==> src/rtl/exc_pkg.sv <==
// Shared constants for the exception writeback controller: exception codes,
// status-register index and FSM state encoding.
package exc_pkg;

    localparam logic [31:0] EXC_NONE = 32'd0;
    localparam logic [31:0] EXC_ADD  = 32'd1;
    localparam logic [31:0] EXC_ADDI = 32'd2;
    localparam logic [31:0] EXC_SUB  = 32'd3;
    localparam logic [31:0] EXC_MUL  = 32'd4;
    localparam logic [31:0] EXC_DIV  = 32'd5;

    localparam int RSTATUS_ADDR = 30;

    typedef enum logic [1:0] {
        IDLE  = 2'd0,
        ARB   = 2'd1,
        WRITE = 2'd2
    } exc_state_e;

endpackage

==> src/rtl/exception_wb_ctrl_if.sv <==
// Exception event inputs, writeback-port arbitration and pipeline control
// outputs of the exception writeback controller.
interface exception_wb_ctrl_if #(
    parameter int DEPTH  = 4,
    parameter int CODE_W = 32
);
    localparam int CW = $clog2(DEPTH) + 1;

    logic              alu_exc_valid;
    logic [CODE_W-1:0] alu_exc_code;
    logic              md_exc_valid;
    logic [CODE_W-1:0] md_exc_code;
    logic              wb_busy;
    logic              exc_we;
    logic [4:0]        exc_waddr;
    logic [CODE_W-1:0] exc_wdata;
    logic              flush;
    logic              stall;
    logic [CW-1:0]     pending;
    logic              ovf_err;

    modport master (
        output alu_exc_valid, alu_exc_code, md_exc_valid, md_exc_code, wb_busy,
        input  exc_we, exc_waddr, exc_wdata, flush, stall, pending, ovf_err
    );

    modport slave (
        input  alu_exc_valid, alu_exc_code, md_exc_valid, md_exc_code, wb_busy,
        output exc_we, exc_waddr, exc_wdata, flush, stall, pending, ovf_err
    );

endinterface

==> src/rtl/exc_fifo.sv <==
// Dual-push, single-pop circular buffer. Port A is written before port B, so
// A holds the older entry when both push in the same cycle.
module exc_fifo #(
    parameter int DEPTH  = 4,
    parameter int CODE_W = 32,
    localparam int AW    = $clog2(DEPTH),
    localparam int CW    = AW + 1
) (
    input  logic              clock,
    input  logic              reset_n,
    input  logic              push_a,
    input  logic [CODE_W-1:0] data_a,
    input  logic              push_b,
    input  logic [CODE_W-1:0] data_b,
    input  logic              pop,
    output logic [CODE_W-1:0] head,
    output logic [CW-1:0]     count
);
    logic [DEPTH-1:0][CODE_W-1:0] mem_q, mem_d;
    logic [AW-1:0]                wr_q, wr_d, rd_q, rd_d, wr_b;
    logic [CW-1:0]                count_q, count_d;

    always_comb begin
        mem_d = mem_q;
        wr_b  = wr_q + AW'(push_a);
        if (push_a) mem_d[wr_q] = data_a;
        if (push_b) mem_d[wr_b] = data_b;
        wr_d    = wr_q + AW'(push_a) + AW'(push_b);
        rd_d    = rd_q + AW'(pop);
        count_d = count_q + CW'(push_a) + CW'(push_b) - CW'(pop);
    end

    always_ff @(posedge clock or negedge reset_n) begin
        if (!reset_n) begin
            mem_q   <= '0;
            wr_q    <= '0;
            rd_q    <= '0;
            count_q <= '0;
        end else begin
            mem_q   <= mem_d;
            wr_q    <= wr_d;
            rd_q    <= rd_d;
            count_q <= count_d;
        end
    end

    assign head  = mem_q[rd_q];
    assign count = count_q;

endmodule

==> src/rtl/exception_wb_ctrl.sv <==
// Queues ALU and mult/div exceptions and writes their codes into the status
// register through writeback-port slots left free by the normal path.
module exception_wb_ctrl
    import exc_pkg::*;
#(
    parameter int DEPTH        = 4,
    parameter int CODE_W       = 32,
    parameter int RSTATUS_ADDR = exc_pkg::RSTATUS_ADDR,
    localparam int CW          = $clog2(DEPTH) + 1
) (
    input logic                 clock,
    input logic                 reset_n,
    exception_wb_ctrl_if.slave  bus
);
    localparam logic [CW:0] DEPTH_W = (CW+1)'(DEPTH);

    exc_state_e        state_q, state_d;
    logic              exc_we_q, exc_we_d;
    logic [CODE_W-1:0] exc_wdata_q, exc_wdata_d;
    logic              flush_q, flush_d;
    logic              ovf_err_q, ovf_err_d;

    logic              md_ev, alu_ev, push_md, push_alu, pop, dropped;
    logic [CW:0]       free;
    logic [CW-1:0]     count, count_after;
    logic [CODE_W-1:0] head;

    assign md_ev  = bus.md_exc_valid  && (bus.md_exc_code  != CODE_W'(EXC_NONE));
    assign alu_ev = bus.alu_exc_valid && (bus.alu_exc_code != CODE_W'(EXC_NONE));

    always_comb begin
        pop = (state_q != IDLE) && !bus.wb_busy && (count != '0);
        // Free slots include the one released by a same-cycle pop; md is older
        // and claims a slot before alu.
        free        = DEPTH_W - {1'b0, count} + (CW+1)'(pop);
        push_md     = md_ev && (free != '0);
        push_alu    = alu_ev && (free > (CW+1)'(push_md));
        dropped     = (md_ev && !push_md) || (alu_ev && !push_alu);
        ovf_err_d   = ovf_err_q | dropped;
        flush_d     = push_md | push_alu;
        count_after = count + CW'(push_md) + CW'(push_alu) - CW'(pop);

        state_d     = state_q;
        exc_we_d    = 1'b0;
        exc_wdata_d = exc_wdata_q;
        case (state_q)
            IDLE: if (push_md || push_alu) state_d = ARB;
            ARB, WRITE: begin
                if (pop) begin
                    exc_we_d    = 1'b1;
                    exc_wdata_d = head;
                    state_d     = WRITE;
                end else begin
                    state_d = (count_after != '0) ? ARB : IDLE;
                end
            end
            default: state_d = IDLE;
        endcase
    end

    always_ff @(posedge clock or negedge reset_n) begin
        if (!reset_n) begin
            state_q     <= IDLE;
            exc_we_q    <= 1'b0;
            exc_wdata_q <= '0;
            flush_q     <= 1'b0;
            ovf_err_q   <= 1'b0;
        end else begin
            state_q     <= state_d;
            exc_we_q    <= exc_we_d;
            exc_wdata_q <= exc_wdata_d;
            flush_q     <= flush_d;
            ovf_err_q   <= ovf_err_d;
        end
    end

    exc_fifo #(.DEPTH(DEPTH), .CODE_W(CODE_W)) u_fifo (
        .clock   (clock),
        .reset_n (reset_n),
        .push_a  (push_md),
        .data_a  (bus.md_exc_code),
        .push_b  (push_alu),
        .data_b  (bus.alu_exc_code),
        .pop     (pop),
        .head    (head),
        .count   (count)
    );

    assign bus.exc_we    = exc_we_q;
    assign bus.exc_waddr = 5'(RSTATUS_ADDR);
    assign bus.exc_wdata = exc_wdata_q;
    assign bus.flush     = flush_q;
    assign bus.stall     = (count >= CW'(DEPTH - 1));
    assign bus.pending   = count;
    assign bus.ovf_err   = ovf_err_q;

endmodule

==> src/flat_wrapper.sv <==
// flat-port wrapper written by rule: the top's interface ports become plain ports
module exception_wb_ctrl_flat import exc_pkg::*;
#(
    parameter int DEPTH        = 4,
    parameter int CODE_W       = 32,
    parameter int RSTATUS_ADDR = exc_pkg::RSTATUS_ADDR,
    localparam int CW          = $clog2(DEPTH) + 1
)
  (clock, reset_n, bus_alu_exc_valid, bus_alu_exc_code, bus_md_exc_valid, bus_md_exc_code, bus_wb_busy, bus_exc_we, bus_exc_waddr, bus_exc_wdata, bus_flush, bus_stall, bus_pending, bus_ovf_err);
  exception_wb_ctrl_if #(.DEPTH(DEPTH), .CODE_W(CODE_W)) bus_i ();
  input logic clock;
  input logic reset_n;
  input wire logic [$bits(bus_i.alu_exc_valid)-1:0] bus_alu_exc_valid;
  input wire logic [$bits(bus_i.alu_exc_code)-1:0] bus_alu_exc_code;
  input wire logic [$bits(bus_i.md_exc_valid)-1:0] bus_md_exc_valid;
  input wire logic [$bits(bus_i.md_exc_code)-1:0] bus_md_exc_code;
  input wire logic [$bits(bus_i.wb_busy)-1:0] bus_wb_busy;
  output wire logic [$bits(bus_i.exc_we)-1:0] bus_exc_we;
  output wire logic [$bits(bus_i.exc_waddr)-1:0] bus_exc_waddr;
  output wire logic [$bits(bus_i.exc_wdata)-1:0] bus_exc_wdata;
  output wire logic [$bits(bus_i.flush)-1:0] bus_flush;
  output wire logic [$bits(bus_i.stall)-1:0] bus_stall;
  output wire logic [$bits(bus_i.pending)-1:0] bus_pending;
  output wire logic [$bits(bus_i.ovf_err)-1:0] bus_ovf_err;
  assign bus_i.alu_exc_valid = bus_alu_exc_valid;
  assign bus_i.alu_exc_code = bus_alu_exc_code;
  assign bus_i.md_exc_valid = bus_md_exc_valid;
  assign bus_i.md_exc_code = bus_md_exc_code;
  assign bus_i.wb_busy = bus_wb_busy;
  assign bus_exc_we = bus_i.exc_we;
  assign bus_exc_waddr = bus_i.exc_waddr;
  assign bus_exc_wdata = bus_i.exc_wdata;
  assign bus_flush = bus_i.flush;
  assign bus_stall = bus_i.stall;
  assign bus_pending = bus_i.pending;
  assign bus_ovf_err = bus_i.ovf_err;
  exception_wb_ctrl #(.DEPTH(DEPTH), .CODE_W(CODE_W), .RSTATUS_ADDR(RSTATUS_ADDR)) u_core (.clock(clock), .reset_n(reset_n), .bus(bus_i));
endmodule
==> config.mk <==
export PLATFORM = sky130hd
export DESIGN_NAME = exception_wb_ctrl_flat
export DESIGN_NICKNAME = d
export VERILOG_FILES = /design/src/rtl/exc_pkg.sv /design/src/rtl/exception_wb_ctrl_if.sv /design/src/rtl/exc_fifo.sv /design/src/rtl/exception_wb_ctrl.sv /design/src/flat_wrapper.sv
export SDC_FILE = /design/constraint.sdc
export NUM_CORES = 1
export LEC_CHECK = 0
export BUFFER_PORTS_ARGS = -buffer_cell sky130_fd_sc_hd__buf_2
export CAP_MARGIN = 25
export CORE_MARGIN = 5
export CORE_UTILIZATION = 50
export CTS_CLUSTER_SIZE = 30
export DETAILED_ROUTE_END_ITERATION = 7
export PLACE_DENSITY = 0.73
export SLEW_MARGIN = 5
export SYNTH_ARGS = -nofsm -noshare
export SYNTH_HDL_FRONTEND = slang
export SYNTH_SLANG_ARGS = --single-unit
==> constraint.sdc <==
create_clock -name clock -period 5.1 [get_ports clock]
set_input_delay 1.275 -clock clock [delete_from_list [all_inputs] [get_ports clock]]
set_output_delay 1.275 -clock clock [all_outputs]
set_load 0.02 [all_outputs]
-- Word level (Yosys, flattened, before mapping)
Index checks and enable logic that the tools add are counted.
- equality and inequality tests: 3
- shift-type cells: 0
- $mul: 0
- bitwise logic cells: 2
- order comparisons: 7
- $add $sub $neg: 8
- muxes and demuxes: 16
- reduce and logical (&&, ||, !) cells: 24
- div/mod/pow operators: 0
- operators by type and width (operator ; count):
    $bwmux 128 ; 2
    $mux 128 ; 2
    $demux 32 s2 ; 2
    $mux 32 ; 3
    $bmux 32 s2 ; 1
    $reduce_bool 32->1 ; 2
    $logic_and 1x1->1 ; 10
    $lt 2x3->1 const B ; 3
    $add 2x1->2 ; 3
    $add 3x1->3 ; 2
    $reduce_bool 3->1 ; 2
    $add 4x1->4 ; 1
    $ge 2x1->1 const B ; 2
    $gt 4x1->1 ; 1
    $mux 2 ; 2
    $pmux 2 s2 ; 1
    $reduce_bool 4->1 ; 1
    $sub 3x3->4 const A ; 1
    $ge 3x2->1 const B ; 1
    $logic_not 1->1 ; 3
    $mux 1 ; 3
    $sub 3x1->3 ; 1
    $eq 2x1->1 const B ; 1
    $eq 2x2->1 const B ; 1
    7 further kinds ; 9
- bits in read-only memories: 0
- output and inout port bits: 44
- memory bits (writable): 0
- register bits: 172
- memories: 0
- bits in latches: 0

-- Depth between registers and ports, before layout
Gate-level depths: netlist of the first run.
- depth after elaboration: 14
- depth in mapped cells: 22
- mapped depth without buffers: 20

-- Hierarchy
A second synthesis of the first run with hierarchy kept.
- cells, all modules: 931
- area total of the unflattened synthesis: 9195.1 um^2
- modules (own cells, without submodules) (module ; sequential area each (um^2) ; instances ; area an instance (um^2) ; cells an instance):
    exc_fifo ; 3378.2 ; 1 ; 7216.9 ; 786
    exception_wb_ctrl ; 925.9 ; 1 ; 1978.1 ; 145

-- Worst setup path after synthesis of the first run
OpenSTA, ideal clock, no wires.
- path type: input to register
- start: input bus_wb_busy
- end: register u_core.state_q[0]
- path slack: -0.246 ns
- path buffers: 2
- arrival: 5.202 ns
- cell stages on the path: 19
- data required time: 4.956 ns
- setup time: 0.144 ns
- cell sequence: or3_1 ha_1 inv_1 ha_1 and4b_1 o211ai_2 o211ai_2 buf_6 inv_2 buf_2 ha_1 o221ai_2 o211ai_1 ha_1 fa_1 inv_1 fa_1 o311ai_0 o311ai_1
- longest elaborated chain between the ends: 14
- ends and longest elaborated chain (element ; line ; RTL):
    start, declared ; flat_wrapper.sv:17 ; input wire logic [$bits(bus_i.wb_busy)-1:0] bus_wb_busy;
    $logic_not 1->1 * ; exception_wb_ctrl.sv:32 ; pop = (state_q != IDLE) && !bus.wb_busy && (count != '0);
    $logic_and 1x1->1 * (2 in series) ; exception_wb_ctrl.sv:32 ;
    $add 4x1->4 ; exception_wb_ctrl.sv:35 ; free = DEPTH_W - {1'b0, count} + (CW+1)'(pop);
    $reduce_bool 4->1 ; exception_wb_ctrl.sv:36 ; push_md = md_ev && (free != '0);
    $logic_and 1x1->1 ; exception_wb_ctrl.sv:36 ;
    $gt 4x1->1 ; exception_wb_ctrl.sv:37 ; push_alu = alu_ev && (free > (CW+1)'(push_md));
    $logic_and 1x1->1 ; exception_wb_ctrl.sv:37 ;
    $add 3x1->3 ; exception_wb_ctrl.sv:41 ; count_after = count + CW'(push_md) + CW'(push_alu) - CW'(pop);
    $sub 3x1->3 * ; exception_wb_ctrl.sv:41 ;
    via u_core.count_after[1] ; exception_wb_ctrl.sv:25 ; logic [CW-1:0] count, count_after;
    $reduce_bool 3->1 * ; exception_wb_ctrl.sv:54 ; state_d = (count_after != '0) ? ARB : IDLE;
    $mux 1 * ; exception_wb_ctrl.sv:54 ;
    $mux 2 * ; exception_wb_ctrl.sv:49 ; if (pop) begin
    $pmux 2 s2 * ; exception_wb_ctrl.sv:46 ; case (state_q)
    end signal, assigned ; exception_wb_ctrl.sv:69 ; state_q <= state_d;
    end, declared ; exception_wb_ctrl.sv:17 ; exc_state_e state_q, state_d;
Mark *: on every way through the listed nets, which the timed path passes. The rest lies on a longest branch.
A chain may end at the register's enable or synchronous reset.

-- Final worst setup path of the first run
Ends and elaborated chain as after synthesis.

==> parameters.txt, run 1 <==
Parameter                              Value

Status
  Result of the run    complete, no violations

Place
  Estimated wirelength of the detail-placed design    17800 um
  Standard cell area after detailed placement    approximately 10000 um2
  Quantity of I/O buffers inserted on ports    approximately 110
  Placer Congestion    between 0.8 and 0.9

Detailed routing
  Total vias in the final route    8742
  Detailed route wirelength on metal2    around 14000 um
  Detail-routed net length per standard cell    approximately 24 um
  WL met1    around 12000 um
  Detailed-routed wire length on met3    3460 um
  First-pass detailed-route iteration total    7
  Via-per-instance ratio    ~7.0
  DRC violations left    0
  Antenna violation net count after detailed routing    0
  Highest routed metal layer    met5
  Post-detailed-routing wire length    roughly 30000 um
  Number of DRC violations after detailed-routing iteration 0    approximately 1200

STA
  Highest clock rate    around 210 MHz
  Final number of setup-violating endpoints    0
  Max_slew headroom    between 30% and 40%
  Actual transition at the worst max-transition pin    a little over 1 ns
  Crit path time final    4.65 ns
  Total Negative Setup Slacks    0 ns
  Period Utilization, post-route    91.3%
  Maximum clock skew at final layout    around 0.0090 ns
  Setup repair after global routing missed its margin    no
  Max-slew violation count    0
  Final Hold Vio Count    0

Finish
  Fraction of layout cells with a size suffix above 1    roughly a quarter
  Area taken by multi-input logic gates    ~4500 um2
  Area Growth Syn to Fin    14.1%
  Area of all placed cells without fillers    between 10000 and 15000 um2
  Register area    around 4300 um2
  Count of fill cells added during filler insertion    1580
  Fin nets    between 1000 and 1500

Hold path
  Class of the tightest hold or removal check    flop to flop

CTS
  CTS Buf Count    17
  Clk_lat worst skew    0.44 ns
  Gates resized, CTS repair    0
  Post-CTS clock slew at the launch and capture registers of the worst setup and hold paths    about 0.06 ns
  Clock tree from TritonCTS    yes
  Number of setup buffers added after CTS    0
  Number of sinks on the clock net    172
  Clock root buffer    sky130_fd_sc_hd__clkbuf_16
  Count of hold-fix buffers inserted at cts    0
  Max H-tree Level    4
  Maximum root-to-sink buffer count    2

Pwr
  P per Cell Area    a little under 800 nW/um2
  P_leak    slightly above 0.004 uW
  Overall power of the completed layout    8430 uW
  Worst-case vdd ir drop    just over 0.4 mV

Critical path
  Critical path data arrival time    ~5 ns
  R2r setup slk    about 0.7 ns
  Worst R2R End    u_core.state_q[0]
  Crit Reg-Reg Startpoint    u_core.state_q[0]
  Maximum fanout along the worst path    3
  Capturing element type of the critical path    flop
  Worst reg2reg path depth    19
  Crit path to    u_core.state_q[0]
  Worst Path Required    5.40 ns
  Worst setup path category    input port to flop
  CP startpoint    bus_wb_busy
  Startpoint class of the critical path    input port

Floorplan
  Area of the die    approximately 22000 um2
  Placement row count    50
  Number of top-level pins    113
  Initial Utilization    between 50 and 60%
  Placeable core area    about 19000 um2
  Die X    roughly 150 um
  Die height    between 100 and 150 um

Global route
  Pin count of the biggest net entering global routing    85
  Global-route wire length before repair    between 40000 and 50000 um
  Number of global-route vias before repair    roughly 8600
  Antenna violations before repair    2
  Overall track demand over capacity in global routing    between 20% and 30%
  Global route total overflow    0

Synth
  Synth warnings    0
  Synthesized instance count    953
  Sequential cell area fraction in the yosys report    46.0%
  Cell accounting for the most synthesized area    sky130_fd_sc_hd__dfrtp_1
  Count of distinct cell types in the synthesized netlist    42
  Share of synthesized flip-flops with an asynchronous set or reset    100%
  Count of flip-flops with a built-in enable after synthesis    0
  Top_reg_cell synth    sky130_fd_sc_hd__dfrtp_1
  Number of synthesized register bits    about 170
  Most common library cells after synthesis    sky130_fd_sc_hd__dfrtp_1 (172), sky130_fd_sc_hd__nor3_1 (129), sky130_fd_sc_hd__a31oi_1 (128), sky130_fd_sc_hd__nand3_1 (128), sky130_fd_sc_hd__o21ai_0 (128)
  Share of the synthesized area in the top cell type    a little under half
  Largest cells by area after synthesis    sky130_fd_sc_hd__dfrtp_1 (46%), sky130_fd_sc_hd__a31oi_1 (8.6%), sky130_fd_sc_hd__mux4_2 (7.7%)
  Post-synthesis area per instance    9.82 um2
  Synthesized area    between 9000 and 10000 um2
  Most numerous cell in the Yosys netlist    sky130_fd_sc_hd__dfrtp_1

Job
  Max cap viols    0
==> metal layers <==
metal  vias up  track usage, %
met5         -               0
met4         2            11.7
met3       108            6.85
met2       663            42.6
met1      4238            38.0
li1       3731               -
==> report_power, final <==
| group | total [uW] | leakage [uW] | switching (uW) | internal (uW) |
|---|---|---|---|---|
| registers | 2530 | 0.00201 | 415 | 2120 |
| clock network | 1300 | 0.000277 | 558 | 747 |
| logic | 4590 | 0.00185 | 2830 | 1760 |
==> cell type report <==
class,count,share of cell area [%]
Multi-Input combinational cell,653,42.5
Sequential cell,172,40.3
Timing Repair Buffer,147,8.36
Clock buffer,22,4.35
Tap cell,234,2.74
Clock inverter,10,1.08
Inverter,17,0.610
Antenna cell,1,0.0234
==> critical path, cell delays in order <==
cell and delay (ns):
sky130_fd_sc_hd__buf_2 0.10, sky130_fd_sc_hd__or3_4 0.39, sky130_fd_sc_hd__ha_4 0.17, sky130_fd_sc_hd__inv_1 0.05, sky130_fd_sc_hd__ha_1 0.15, sky130_fd_sc_hd__and4b_2 0.27, sky130_fd_sc_hd__o211ai_2 0.12, sky130_fd_sc_hd__o211ai_4 0.10
sky130_fd_sc_hd__clkinv_2 0.11, sky130_fd_sc_hd__ha_4 0.26, sky130_fd_sc_hd__o221ai_4 0.20, sky130_fd_sc_hd__o211ai_1 0.15, sky130_fd_sc_hd__ha_1 0.33, sky130_fd_sc_hd__fa_2 0.35, sky130_fd_sc_hd__inv_1 0.07, sky130_fd_sc_hd__fa_1 0.43
sky130_fd_sc_hd__o311ai_1 0.29, sky130_fd_sc_hd__o311ai_1 0.13
==> layout by cell type, fill, tap and decap left out, types with 3 or more instances in the layout <==
cell type,instances
sky130_fd_sc_hd__dfrtp_1,171
sky130_fd_sc_hd__nor3_1,129
sky130_fd_sc_hd__o21ai_0,128
sky130_fd_sc_hd__nand3_1,128
sky130_fd_sc_hd__a31oi_1,128
sky130_fd_sc_hd__buf_2,106
sky130_fd_sc_hd__buf_4,36
sky130_fd_sc_hd__mux4_2,32
sky130_fd_sc_hd__mux2_2,32
sky130_fd_sc_hd__clkbuf_16,17
sky130_fd_sc_hd__inv_1,16
sky130_fd_sc_hd__nor4_1,16
sky130_fd_sc_hd__ha_1,9
sky130_fd_sc_hd__conb_1,5
sky130_fd_sc_hd__nand4_1,4
sky130_fd_sc_hd__clkinv_2,4
sky130_fd_sc_hd__nand2_1,4
sky130_fd_sc_hd__nand2b_1,4
sky130_fd_sc_hd__buf_12,4
sky130_fd_sc_hd__o21ai_1,3
sky130_fd_sc_hd__clkinvlp_4,3
sky130_fd_sc_hd__clkbuf_1,3
==> how the worst min path moves through the flow <==
stage          cells past startpoint  slack (ns)                        to                      from
6_report                           1        0.50   u_core.bus.exc_wdata[8]   u_core.bus.exc_wdata[8]
2_1_floorplan                      1        0.48     u_core.u_fifo.rd_q[0]     u_core.u_fifo.rd_q[0]
4_1_cts                            1        0.50  u_core.bus.exc_wdata[11]  u_core.bus.exc_wdata[11]
3_3_place_gp                       1        0.48   u_core.bus.exc_wdata[5]   u_core.bus.exc_wdata[5]
3_5_place_dp                       1        0.49  u_core.bus.exc_wdata[22]  u_core.bus.exc_wdata[22]
5_1_grt                            1        0.52  u_core.bus.exc_wdata[20]  u_core.bus.exc_wdata[20]
==> registers in the layout, summed over array words and instances, names as in the netlist <==
register,cells
u_core.u_fifo.rd_q,2
u_core.state_q,2
u_core.u_fifo.wr_q,2
u_core.bus.exc_we,1
u_core.bus.exc_wdata,32
u_core.u_fifo.count,3
u_core.bus.flush,1
u_core.bus.ovf_err,1
u_core.u_fifo.mem_q,128
==> cell families after synthesis <==
family	count (synthesis)	synth area share, %
AOI/OAI and AO/OA	270	16.7
xor gates and xnor gates	5	0.468
adders and majority gates	13	1.90
buffers and inverters	131	7.03
DFF	172	46.0
muxes	64	11.6
other	2	0.0803
and+or+nand+nor	296	16.2
==> through the flow <==
step	setup slack [ns]	cells	util, %	hold slack [ns]
2_1_floorplan	0.00656	956	-	0.477
3_3_place_gp	0.0792	1223	54.3	0.483
3_5_place_dp	0.00605	1223	54.3	0.488
4_1_cts	0.426	1255	57.4	0.502
5_1_grt	0.234	1256	57.4	0.516
6_report	0.446	1256	57.4	0.498
No activity file was read; power rests on OpenSTA's default activity.
==> run 2, diff against run 1 <==
ABC_AREA = 1   (was unset)
PLACE_DENSITY = 0.72   (was 0.73)
clock period = 4.83 ns   (was 5.1 ns; I/O delays follow)
==> run 2 against run 1 <==
Effect of this change:
- register-to-register slack worse by 0.08 ns
- critical path depth is 6 higher
- cell count is 56% higher
- clock power is 15% higher
- largest cell class unchanged
==> parameters.txt, run 2 <==
Parameter                              Value

Synth
  Largest cells by area after synthesis    sky130_fd_sc_hd__dfrtp_1 (39%), sky130_fd_sc_hd__nor2_1 (13%), sky130_fd_sc_hd__nand2_1 (13%)
  Share of synthesized area spent on multiplexers    0% (-12 points)
  Count of flip-flops with a built-in enable after synthesis    0 (unchanged)
  Cell accounting for the most synthesized area    sky130_fd_sc_hd__dfrtp_1
  Share of the synthesized area in compound gates (AO/OA/AOI/OAI)    10.8% (-5.9 points)
  Synthesized area    11000 um2 (+18%)
  Share of synthesized flip-flops with an asynchronous set or reset    100% (unchanged)
  Adder and majority gate portion of the synthesized area    1.61% (-0.29 points)
  Top_reg_cell synth    sky130_fd_sc_hd__dfrtp_1
  Post-synthesis share of cell area spent on xor and xnor gates    0.386% (-0.082 points)
  Share of the synthesized area in the top cell type    39.1% (-6.9 points)
  Synthesized instance count    1627 (+71%)
  Synth warnings    0 (unchanged)
  Largest family of logic cells by synthesized area    simple AND/OR/NAND/NOR gates
  Most common library cells after synthesis    sky130_fd_sc_hd__nor2_1 (392), sky130_fd_sc_hd__nand2_1 (379), sky130_fd_sc_hd__inv_1 (190)
  Count of distinct cell types in the synthesized netlist    30 (-29%)
  Simple-gate share of the synthesized area    35.5% (+19 points)
  Post-synthesis area per instance    6.77 um2 (-31%)
  Sequential cell area fraction in the yosys report    39.1% (-6.9 points)
  Number of synthesized register bits    172 (unchanged)
  Most numerous cell in the Yosys netlist    sky130_fd_sc_hd__nor2_1

CTS
  CTS Buf Count    17 (unchanged)
  Max H-tree Level    4 (unchanged)
  Number of sinks on the clock net    172 (unchanged)
  Clk_lat worst skew    0.43 ns (about the same)
  Post-CTS clock slew at the launch and capture registers of the worst setup and hold paths    0.07 ns (about the same)
  Clock root buffer    sky130_fd_sc_hd__clkbuf_16
  Number of setup buffers added after CTS    0 (unchanged)
  Clock tree from TritonCTS    yes
  Maximum root-to-sink buffer count    2 (unchanged)
  Count of hold-fix buffers inserted at cts    0 (unchanged)
  Gates resized, CTS repair    0 (unchanged)

Global route
  Number of global-route vias before repair    10300 (+20%)
  M1 GR Usage    37.4% (-0.62 points)
  GR Util met3    4.16% (-2.7 points)
  Global-route wire length before repair    54300 um (+13%)
  Global route total overflow    0 (unchanged)
  Overall track demand over capacity in global routing    27.2% (-0.64 points)
  Antenna violations before repair    1 (-1)
  Met2 layer usage reported by global route    43.7% (+1.1 points)
  Most utilized layer in the global route result    met2
  Pin count of the biggest net entering global routing    112 (+32%)

Detailed routing
  Total vias in the final route    11000 (+25%)
  Post-detailed-routing wire length    33900 um (+12%)
  Antenna violation net count after detailed routing    0 (unchanged)
  Number of DRC violations after detailed-routing iteration 0    1246 (+0.97%)
  First-pass detailed-route iteration total    6 (-1)
  Detail-routed net length per standard cell    17.3 um (-28%)
  DRC violations left    0 (unchanged)
  Via-per-instance ratio    5.58 (-20%)

Finish
  Final Instance Count excl. Fillers    1962 (+56%)
  Leading cell type in the layout, fill and taps excluded    sky130_fd_sc_hd__nor2_1
  Most frequent cells in the layout    sky130_fd_sc_hd__nor2_1 (392), sky130_fd_sc_hd__nand2_1 (379), sky130_fd_sc_hd__inv_1 (190)
  Register area    4310 um2 (about the same)
  Largest register FFs    128 (unchanged)
  Largest register by flop count    u_core.u_fifo.mem_q
  Fin nets    1750 (+61%)
  Area of all placed cells without fillers    12200 um2 (+15%)
  Count of fill cells added during filler insertion    2125 (+34%)
  Area taken by multi-input logic gates    5400 um2 (+19%)
  Area Growth Syn to Fin    11.1%
  Fraction of layout cells with a size suffix above 1    12.6% (-13 points)

Floorplan
  Die height    158 um (+7.9%)
  Initial Utilization    50.7% (+0.29 points)
  Area of the die    25100 um2 (+17%)
  Placeable core area    21800 um2 (+17%)
  Placement row count    54 (+8.0%)
  Die X    158 um (+7.9%)
  Number of top-level pins    113 (unchanged)

Critical path
  Worst Path Required    5.15 ns (-0.25 ns)
  Worst reg2reg path depth    25 (+6)
  Crit path to    u_core.state_q[0]
  Critical path data arrival time    4.74 ns (-0.21 ns)
  Maximum fanout along the worst path    3 (unchanged)
  Startpoint class of the critical path    input port
  CP startpoint    bus_wb_busy
  R2r setup slk    0.62 ns (-0.08 ns)
  Capturing element type of the critical path    flop
  Worst R2R End    u_core.state_q[0]
  Crit Reg-Reg Startpoint    u_core.state_q[0]
  Worst setup path category    input port to flop

Pwr
  P_leak    0.00654 uW (+58%)
  Overall power of the completed layout    9110 uW (+8.1%)
  Worst-case vdd ir drop    0.516 mV (+25%)
  P per Cell Area    745 nW/um2 (-5.7%)

STA
  Worst hold-check slack    0.461 ns (-0.0378 ns)
  Crit path time final    4.42 ns
  Period Utilization, post-route    roughly 90%
  Final Hold Vio Count    0 (unchanged)
  Actual transition at the worst max-transition pin    0.879 ns (-0.126 ns)
  Final number of setup-violating endpoints    0 (unchanged)
  Final Worst Setup Slack    0.410 ns (-0.0360 ns)
  Maximum clock skew at final layout    0.00936 ns (+0.000320 ns)
  Max_slew headroom    41.4% (+8.5 points)
  Max-slew violation count    0 (unchanged)
  Setup repair after global routing missed its margin    no
  Highest clock rate    226 MHz

Status
  Result of the run    complete, no violations

Place
  Quantity of I/O buffers inserted on ports    107 (unchanged)
  Estimated wirelength of the detail-placed design    19800 um (+11%)
  Standard cell area after detailed placement    11600 um2 (+15%)
  Post-placement cell count    1928 (+58%)
  Setup Slack @ Placement    -0.0249 ns (-0.0309 ns)
  Placer Congestion    0.837 (+0.19%)

Hold path
  Class of the tightest hold or removal check    flop to flop

Job
  Max cap viols    0 (unchanged)
run 2: changes by cell type in the layout (fill, tap and decap cells not counted), sizes merged, moves of 96 or more:
cell   before  now
nor2        2  392
nand2       4  382
inv        17  195
nand4       4  140
a21oi       0  129
nor3      129    0
a31oi     128    0
nand3     128    6
o21ai     131   35
run 2: per-stage QoR:
step                utilization, %  TNS [ns]
CTS                           56.1         0
finish                        56.3         0
global route                  56.3         0
global placement              53.2         0
detailed placement            53.2   -0.0249
floorplan                        -         0
run 2: cells by family after synthesis:
group | Yosys count
AND/OR/NAND/NOR | 924
buffers and inverters | 314
AO/OA/AOI/OAI | 198
XOR/XNOR | 4
other | 2
adder cells (fa/ha/maj) | 13
flip-flops | 172
run 2: worst max-delay path: stages:
cell,delay (ns)
sky130_fd_sc_hd__buf_2,0.10
sky130_fd_sc_hd__nor2_1,0.07
sky130_fd_sc_hd__nand2_1,0.10
sky130_fd_sc_hd__ha_1,0.19
sky130_fd_sc_hd__inv_1,0.07
sky130_fd_sc_hd__ha_2,0.28
sky130_fd_sc_hd__nor2_1,0.20
sky130_fd_sc_hd__nand2_4,0.07
sky130_fd_sc_hd__nand3_2,0.08
sky130_fd_sc_hd__inv_1,0.06
sky130_fd_sc_hd__ha_1,0.28
sky130_fd_sc_hd__or2_2,0.30
sky130_fd_sc_hd__nand3_4,0.10
sky130_fd_sc_hd__nand3_4,0.08
sky130_fd_sc_hd__ha_4,0.24
sky130_fd_sc_hd__fa_1,0.39
sky130_fd_sc_hd__inv_1,0.08
sky130_fd_sc_hd__fa_1,0.42
sky130_fd_sc_hd__nor2_1,0.11
sky130_fd_sc_hd__nand2_1,0.06
sky130_fd_sc_hd__nand3_1,0.07
sky130_fd_sc_hd__a21oi_1,0.06
sky130_fd_sc_hd__nand2_1,0.06
sky130_fd_sc_hd__o21ai_1,0.07
run 2: worst min path at each step:
stage                     startpoint                    end  slack [ns]  cells past startpoint
2_1_floorplan  u_core.u_fifo.rd_q[0]  u_core.u_fifo.rd_q[0]        0.49                      1
3_3_place_gp   u_core.u_fifo.rd_q[1]  u_core.u_fifo.rd_q[1]        0.45                      1
3_5_place_dp   u_core.u_fifo.rd_q[1]  u_core.u_fifo.rd_q[1]        0.45                      1
4_1_cts        u_core.u_fifo.rd_q[1]  u_core.u_fifo.rd_q[1]        0.46                      1
5_1_grt        u_core.u_fifo.rd_q[1]  u_core.u_fifo.rd_q[1]        0.47                      1
6_report       u_core.u_fifo.rd_q[1]  u_core.u_fifo.rd_q[1]        0.46                      1
run 2: cell type report:
cell class / instances / area share [%]
tap: 280 / 2.86
inverter: 191 / 5.86
clock buffer: 19 / 3.62
multi-input combinational: 1144 / 44.1
timing repair buffer: 142 / 6.86
clock inverter: 13 / 1.52
antenna: 1 / 0.0204
sequential: 172 / 35.2
run 2: report_power, final:
part           leakage, uW  internal [uW]  switching (uW)
registers          0.00203           2220             398
logic              0.00420           1700            3300
clock network     0.000309            886             609
total              0.00654           4810            4310
run 2: routing by layer:
| metal | vias up | wire length [um] |
|---|---|---|
| met4 | 0 | 854 |
| li1 | 5245 | - |
| met1 | 5097 | 14400 |
| met2 | 539 | 15900 |
| met5 | - | 0 |
| met3 | 74 | 2730 |
